===== src/rtl/gerenciador_vidas.sv =====
// Life manager: holds remaining lives, opens an invulnerability window after each loss, flags game over.
// Latency: 1 cycle, all outputs registered. Priority: reset > reinicia > perde/ganha.
// Backpressure: none; perde/ganha are levels sampled every edge. Optional macro VIDA_EXTRA_EN enables ganha.
module gerenciador_vidas #(
    parameter int WIDTH          = 3,
    parameter int MAX_VIDAS      = 5,
    parameter int VIDAS_INICIAIS = 3,
    parameter int INVUL_CICLOS   = 4
) (
    input  logic             i_clock,
    input  logic             i_reset,
    input  logic             i_perde,
    input  logic             i_ganha,
    input  logic             i_reinicia,
    output logic [WIDTH-1:0] o_vidas,
    output logic             o_game_over,
    output logic             o_invulneravel,
    output logic             o_perdeu
);

    typedef enum logic [1:0] {ATIVO, INVUL, FIM} estado_t;

    localparam logic [WIDTH-1:0] L_MAX   = WIDTH'(MAX_VIDAS);
    localparam logic [WIDTH-1:0] L_INIT  = WIDTH'(VIDAS_INICIAIS);
    localparam logic [WIDTH-1:0] L_UM    = WIDTH'(1);
    localparam logic [7:0]       L_INVUL = 8'(INVUL_CICLOS);

    estado_t          r_estado, w_estado_prox;
    logic [WIDTH-1:0] r_vidas, w_vidas_prox;
    logic [7:0]       r_cont, w_cont_prox;
    logic             r_perdeu, w_perdeu_prox;
    logic             w_ganha_eff;

`ifdef VIDA_EXTRA_EN
    assign w_ganha_eff = i_ganha;
`else
    // Extra lives disabled: the port stays for pin compatibility but is ignored.
    logic w_unused_ganha;
    assign w_unused_ganha = i_ganha;
    assign w_ganha_eff    = 1'b0;
`endif

    // State, lives, window counter and loss pulse; reset and reinicia both reload the start-of-game values.
    always_ff @(posedge i_clock) begin
        if (!i_reset || i_reinicia) begin
            r_estado <= ATIVO;
            r_vidas  <= L_INIT;
            r_cont   <= 8'd0;
            r_perdeu <= 1'b0;
        end else begin
            r_estado <= w_estado_prox;
            r_vidas  <= w_vidas_prox;
            r_cont   <= w_cont_prox;
            r_perdeu <= w_perdeu_prox;
        end
    end

    // Next-state logic: hits only count in ATIVO; extra lives apply in ATIVO and INVUL, saturating.
    always_comb begin
        w_estado_prox = r_estado;
        w_vidas_prox  = r_vidas;
        w_cont_prox   = r_cont;
        w_perdeu_prox = 1'b0;
        case (r_estado)
            ATIVO: begin
                if (i_perde && !w_ganha_eff) begin
                    w_perdeu_prox = 1'b1;
                    if (r_vidas > L_UM) begin
                        w_vidas_prox = r_vidas - L_UM;
                        if (L_INVUL != 8'd0) begin
                            w_estado_prox = INVUL;
                            w_cont_prox   = L_INVUL;
                        end
                    end else begin
                        w_vidas_prox  = '0;
                        w_estado_prox = FIM;
                    end
                end else if (w_ganha_eff && !i_perde && (r_vidas < L_MAX)) begin
                    w_vidas_prox = r_vidas + L_UM;
                end
            end
            INVUL: begin
                if (w_ganha_eff && (r_vidas < L_MAX)) begin
                    w_vidas_prox = r_vidas + L_UM;
                end
                // Counter holds the number of window cycles still to show, including this one.
                if (r_cont <= 8'd1) begin
                    w_estado_prox = ATIVO;
                    w_cont_prox   = 8'd0;
                end else begin
                    w_cont_prox = r_cont - 8'd1;
                end
            end
            FIM: begin
                w_vidas_prox = '0;
            end
            default: begin
                w_estado_prox = ATIVO;
                w_vidas_prox  = L_INIT;
                w_cont_prox   = 8'd0;
            end
        endcase
    end

    assign o_vidas        = r_vidas;
    assign o_game_over    = (r_estado == FIM);
    assign o_invulneravel = (r_estado == INVUL);
    assign o_perdeu       = r_perdeu;

endmodule


===== config.mk =====
export PLATFORM = sky130hd
export DESIGN_NAME = gerenciador_vidas
export DESIGN_NICKNAME = d
export VERILOG_FILES = /design/src/rtl/gerenciador_vidas.sv
export SDC_FILE = /design/constraint.sdc
export NUM_CORES = 1
export LEC_CHECK = 0
export BUFFER_PORTS_ARGS = -buffer_cell sky130_fd_sc_hd__buf_4
export CAP_MARGIN = 25
export CORE_MARGIN = 3
export CORE_UTILIZATION = 53
export DETAILED_ROUTE_END_ITERATION = 8
export PLACE_DENSITY = 0.75
export SETUP_SLACK_MARGIN = 0.5
export SLEW_MARGIN = 20
export SYNTH_ARGS = -nofsm -noshare
export SYNTH_HDL_FRONTEND = slang
export SYNTH_SLANG_ARGS = --single-unit
export TNS_END_PERCENT = 30

===== constraint.sdc =====
create_clock -name i_clock -period 2.5 [get_ports i_clock]
set_clock_uncertainty 0.2 [all_clocks]
set_input_delay 0.125 -clock i_clock [delete_from_list [all_inputs] [get_ports i_clock]]
set_output_delay 0.125 -clock i_clock [all_outputs]
set_load 0.02 [all_outputs]

* Word level (Yosys, flattened, before mapping) *
Cells that the tools add are included.

word-level totals
  flip-flop bits (word level) = 14
  bits in latches = 0
  memory bits (writable) = 0
  memory bits (read-only) = 0
  input port bits = 5
  output and inout bits = 6
  logic and storage cells = 35
  memories kept = 0

cells by class
  $add $sub $neg = 2
  multipliers = 0
  divide/modulo/power cells = 0
  order comparisons = 2
  equality and inequality tests = 5
  shift operators = 0
  mux-type cells = 12
  bitwise operators = 3
  reduce and logical (&&, ||, !) cells = 7

operators by type and width
  cell                   count
  $mux W8                3
  $pmux W8 S3            1
  $pmux W3 S3            1
  $le A8 B1 Y1 const B   1
  $sub A8 B1 Y8 const B  1
  $mux W2                3
  $mux W3                2
  $pmux W2 S3            1
  $reduce_and A3 Y1      2
  $ne A2 B2 Y1 const B   2
  $gt A3 B1 Y1 const B   1
  $not A1 Y1             3
  $sub A3 B1 Y3 const B  1
  $eq A2 B1 Y1 const B   1
  $eq A2 B2 Y1 const B   1
  $logic_not A2 Y1       1
  $ne A2 B1 Y1 const B   1
  $reduce_and A2 Y1      1
  $reduce_or A2 Y1       1
  $logic_not A1 Y1       1
  $logic_or A1 B1 Y1     1
  $mux W1                1

* Longest topological paths before layout *
  depth in word-level cells = 4
  gate-level depth with buffers = 7
  mapped depth without buffers = 6

* Worst setup path after synthesis *
No wires, ideal clock.

  kind = register -> register
  start = register r_vidas[1] (netlist: o_vidas[1])
  end = register r_cont[3]
  setup time = 0.070 ns
  arrival time = 1.809 ns
  data required time = 2.230 ns
  path slack = 0.421 ns
  stages on the path, launching flop included = 8
  buffers on the path = 1
  period minus slack after synthesis = 2.079 ns
  path through = dfxtp_1 inv_1 ha_1 o21ba_2 o22ai_1 buf_2 or3_2 a21oi_1

on the way
  cells in the longest elaborated chain, start to end = 3

RTL lines
  item                         RTL line  RTL
  start, declared              29        logic [WIDTH-1:0] r_vidas, w_vidas_prox;
  start signal, assigned       52        r_vidas <= w_vidas_prox;
  $gt A3 B1 Y1                 68        if (r_vidas > L_UM) begin
  $ne A2 B2 Y1 (no line)       n/a
  $reduce_and A3 Y1 (no line)  n/a
  end signal, assigned         53        r_cont <= w_cont_prox;
  end, declared                30        logic [7:0] r_cont, w_cont_prox;

No other way between the ends.
A chain may end at the register's enable or synchronous reset.

* Worst setup path in the final report *
  start = register r_cont[4]
  end = register r_cont[0]

on the way
  cells in the longest elaborated chain, start to end = 3

RTL lines
  item          RTL line  RTL
  $le A8 B1 Y1  87        if (r_cont <= 8'd1) begin
  $mux W8       87
  $pmux W8 S3   64        case (r_estado)

No other way between the ends.

==> reports/summary.md <==
The run finished with clean final reports. The count of buffers from port buffering came out at 9. Entering global routing, the biggest net connects 12 pins. In this run the clock root is driven by a clkbuf_4. The classification of the worst setup path is reg -> reg.

Of all nets on the critical path, the largest fanout is 7. Walking the worst path, the cells encountered are or4_4, o41a_1, o21ai_4, nor2_1. The number of slew-limit violations in the final report is 0. The family with the most delay on the worst path is compound AO/OA/AOI/OAI gates.

Setup repair after global routing could not meet its margin everywhere. The initial core utilization was 0.6173; the highest cell delay on the worst timing path was 560 ps. For this run, the detailed router's first-pass iteration total came to 4.

At the end of the flow, the number of nets in the layout was 114. The placer congestion estimate was 0.7389; the worst-case setup slack after placement was 350.1 ps. The number of antenna diodes in the final layout is 0. 11 I/O pins were placed.

The most common cell in the netlist is dfxtp_1. Area taken by flip-flops and latches: 284.0 um^2. The height of the die works out to 43.64 um.

The die is 43.64 um wide. The longest clock path from root to sink contains 2 buffers. The number of different library cells used by synthesis comes to 33. For the pin with the worst max-slew slack, the measured transition is 527.9 ps. The first routing iteration left 24 violations.

In this run the worst hold path is classified as reg -> reg. Compared with the post-synthesis result, the final layout area differs by 31.17%. The clock net sink count is 14, and the share of the synthesized area in the top cell type is 0.3733. For this design the static power due to leakage is 0.4208 nW. The smallest clock period supported by the final layout is computed as 1970 ps.

The run gives 699 as the overall via count from detail_route. The run gives 984.7 um^2 as the final instance area. In this run the cell area of the synthesized design comes to 750.7 um^2.

STA puts the critical path data required time at 2480 ps. Setup violations remaining at the end of the flow were counted as 0. Number of max-cap violations: 0. Dividing the synthesized area by the synthesized cell count gives 8.937 um^2.

The floorplan step defined a core boundary enclosing 1216 um^2. Fraction of final layout cells with drive strength greater than 1: 0.3750. Synthesis produced a netlist whose cell count is 84.

The tools report the count of fill cells added during filler insertion as 85. The total of warnings raised by yosys was 0; the row count was 12. TritonCTS built the clock tree.

Among all flip-flop cells after synthesis, the most frequent one is dfxtp_1. At the later pin of the worst-skew pair, clock insertion delay measures 290 ps. The global-route wire length before repair is 2718 um, and the total area of multi-input combinational cells is 474.2 um^2. The total clock buffers created by CTS came out at 3.

The run gives 0.3505 mV as the maximum vdd drop. After synthesis the netlist holds a flip-flop and latch count of 14. After synthesis, the cell types taking the most area are dfxtp_1, ha_1, a21oi_1. By count the netlist is led by dfxtp_1, a21oi_1, inv_1, nor2b_1, o31ai_1. Static timing analysis puts the maximum clock frequency at 0.5076 GHz. The tools report the cell area after placement as 838.3 um^2. The via count of the first global-routing pass is 603. STA classifies the critical path endpoint as a flop. For this design the ratio of total power to cell area is 517.7 nW/um^2. The run gives 0.3733 as the portion of the post-synthesis area used by sequential elements. After clock tree synthesis, the clock-pin slew on the worst setup and hold paths is 80 ps. On the critical path, the stage with the largest delay is an instance of or4_4. Summed over all failing endpoints, the final setup total negative slack is 0 ps. The tools report the number of antenna violations at the first check in global routing as 0. The share of the clock period used by the worst path was 0.7881; the total routed wirelength was 1765 um.

Worst slew slack as a fraction of its limit: 0.6473. The number of buffers and inverters on the critical path is 0. The run gives 0 as the remaining design rule violation count. The startpoint identified for the worst register-to-register timing path is r_cont[4]$_SDFFE_PP0P_. Number of enable flip-flop cells after synthesis: 0. The cell type with the largest total area after synthesis is dfxtp_1. For this run the aggregate overflow at the end of global routing stands at 0. Number of hold-slack violations in the final timing report: 0. The post-detailed-placement half-perimeter wirelength is 1063 um, and the average wire length per cell after detail routing is 14.96 um.

The number of vias per cell came out at 5.924. The startpoint identified for the worst hold timing path is r_cont[1]$_SDFFE_PP0P_. The critical path starts at r_cont[4]$_SDFFE_PP0P_. Setup slack on the critical path of the routed design comes to 529.8 ps. Data arrives at the worst endpoint at 1950 ps. The die outline area is 1904 um^2, and the total power is 509.8 uW. In this run the remaining antenna-violating nets after routing total 0.

The worst hold-check slack was 256.4 ps. The kind of launch point of the worst setup path is a flop. The synthesized netlist net count is 93.

The CTS H-tree depth is 1, and the global router's overall resource usage is 0.1951. Share of flip-flops with an asynchronous set or reset: 0.
## layout by cell type, fill, tap and decap left out, types with 3 or more instances in the layout
| master | n |
|---|---|
| a21oi_1 | 6 |
| buf_4 | 15 |
| clkbuf_4 | 3 |
| dfxtp_1 | 11 |
| dfxtp_2 | 3 |
| dlygate4sd3_1 | 3 |
| ha_1 | 3 |
| inv_1 | 4 |
| nor2_1 | 4 |
| nor2b_1 | 5 |
| nor3_1 | 3 |
| o21ai_0 | 4 |
| o31ai_1 | 5 |
| or4_4 | 3 |
## final cells by class
| class | count | share of cell area |
|---|---|---|
| Multi-Input combinational cell | 62 | 0.4816 |
| Clock buffer | 4 | 0.03685 |
| Sequential cell | 14 | 0.2884 |
| Inverter | 5 | 0.01906 |
| Tap cell | 14 | 0.01779 |
| Timing Repair Buffer | 19 | 0.1563 |
## power breakdown
part / internal [mW] / total [mW] / switching, mW
Combinational: 0.0533 / 0.104 / 0.0509
Clock: 0.0888 / 0.164 / 0.0756
Sequential: 0.232 / 0.241 / 0.00921
Total: 0.374 / 0.510 / 0.136
## sequential cells by signal, indices dropped and copies added (netlist names)
register	flops
o_perdeu	1
r_cont	8
o_vidas	3
r_estado	2
## kinds of logic after synthesis
kind of cell	synth area share
compound gates	0.2517
xor+xnor	0.01167
fa+ha+maj	0.06667
buf+inv	0.04333
flops	0.3733
mux	0.01500
simple gates	0.2383
## layer usage
metal,wire [um],GRT usage
met1,810,0.2663
met2,839,0.2674
met3,83,0.07469
met4,31,0.09036
met5,0,0
## final timing paths
kind / end / slack [ps] / cells after the start
hold / removal: r_cont[1]$_SDFFE_PP0P_ / 260 / 2
hold reg to reg: r_cont[1]$_SDFFE_PP0P_ / 260 / 2
setup reg to reg: r_cont[0]$_SDFFE_PP0P_ / 530 / 4
setup / recovery: r_cont[0]$_SDFFE_PP0P_ / 530 / 4
## through the flow
step | cells | util
floorplan | 84 | -
global placement | 106 | 0.6893
detailed placement | 106 | 0.6893
CTS | 114 | 0.7695
global route | 118 | 0.8097
finish | 118 | 0.8097
## timing repair
item | 4_1_cts | 5_1_grt
pin swaps | 0 | 6
buffers inserted | 1 | 4
resized for setup | 4 | 8
hold endpoints to repair | 6 | 0
hold buffers | 3 | 0
endpoints found under the setup margin | 5 | 7
## worst reg2reg max path, delay by kind of cell (launching register included)
kind	cells	cell delay [ps]
AOI/OAI and AO/OA	2	680
DFF	1	350
and+or+nand+nor	2	640
Power figures use the tool's default switching activity.
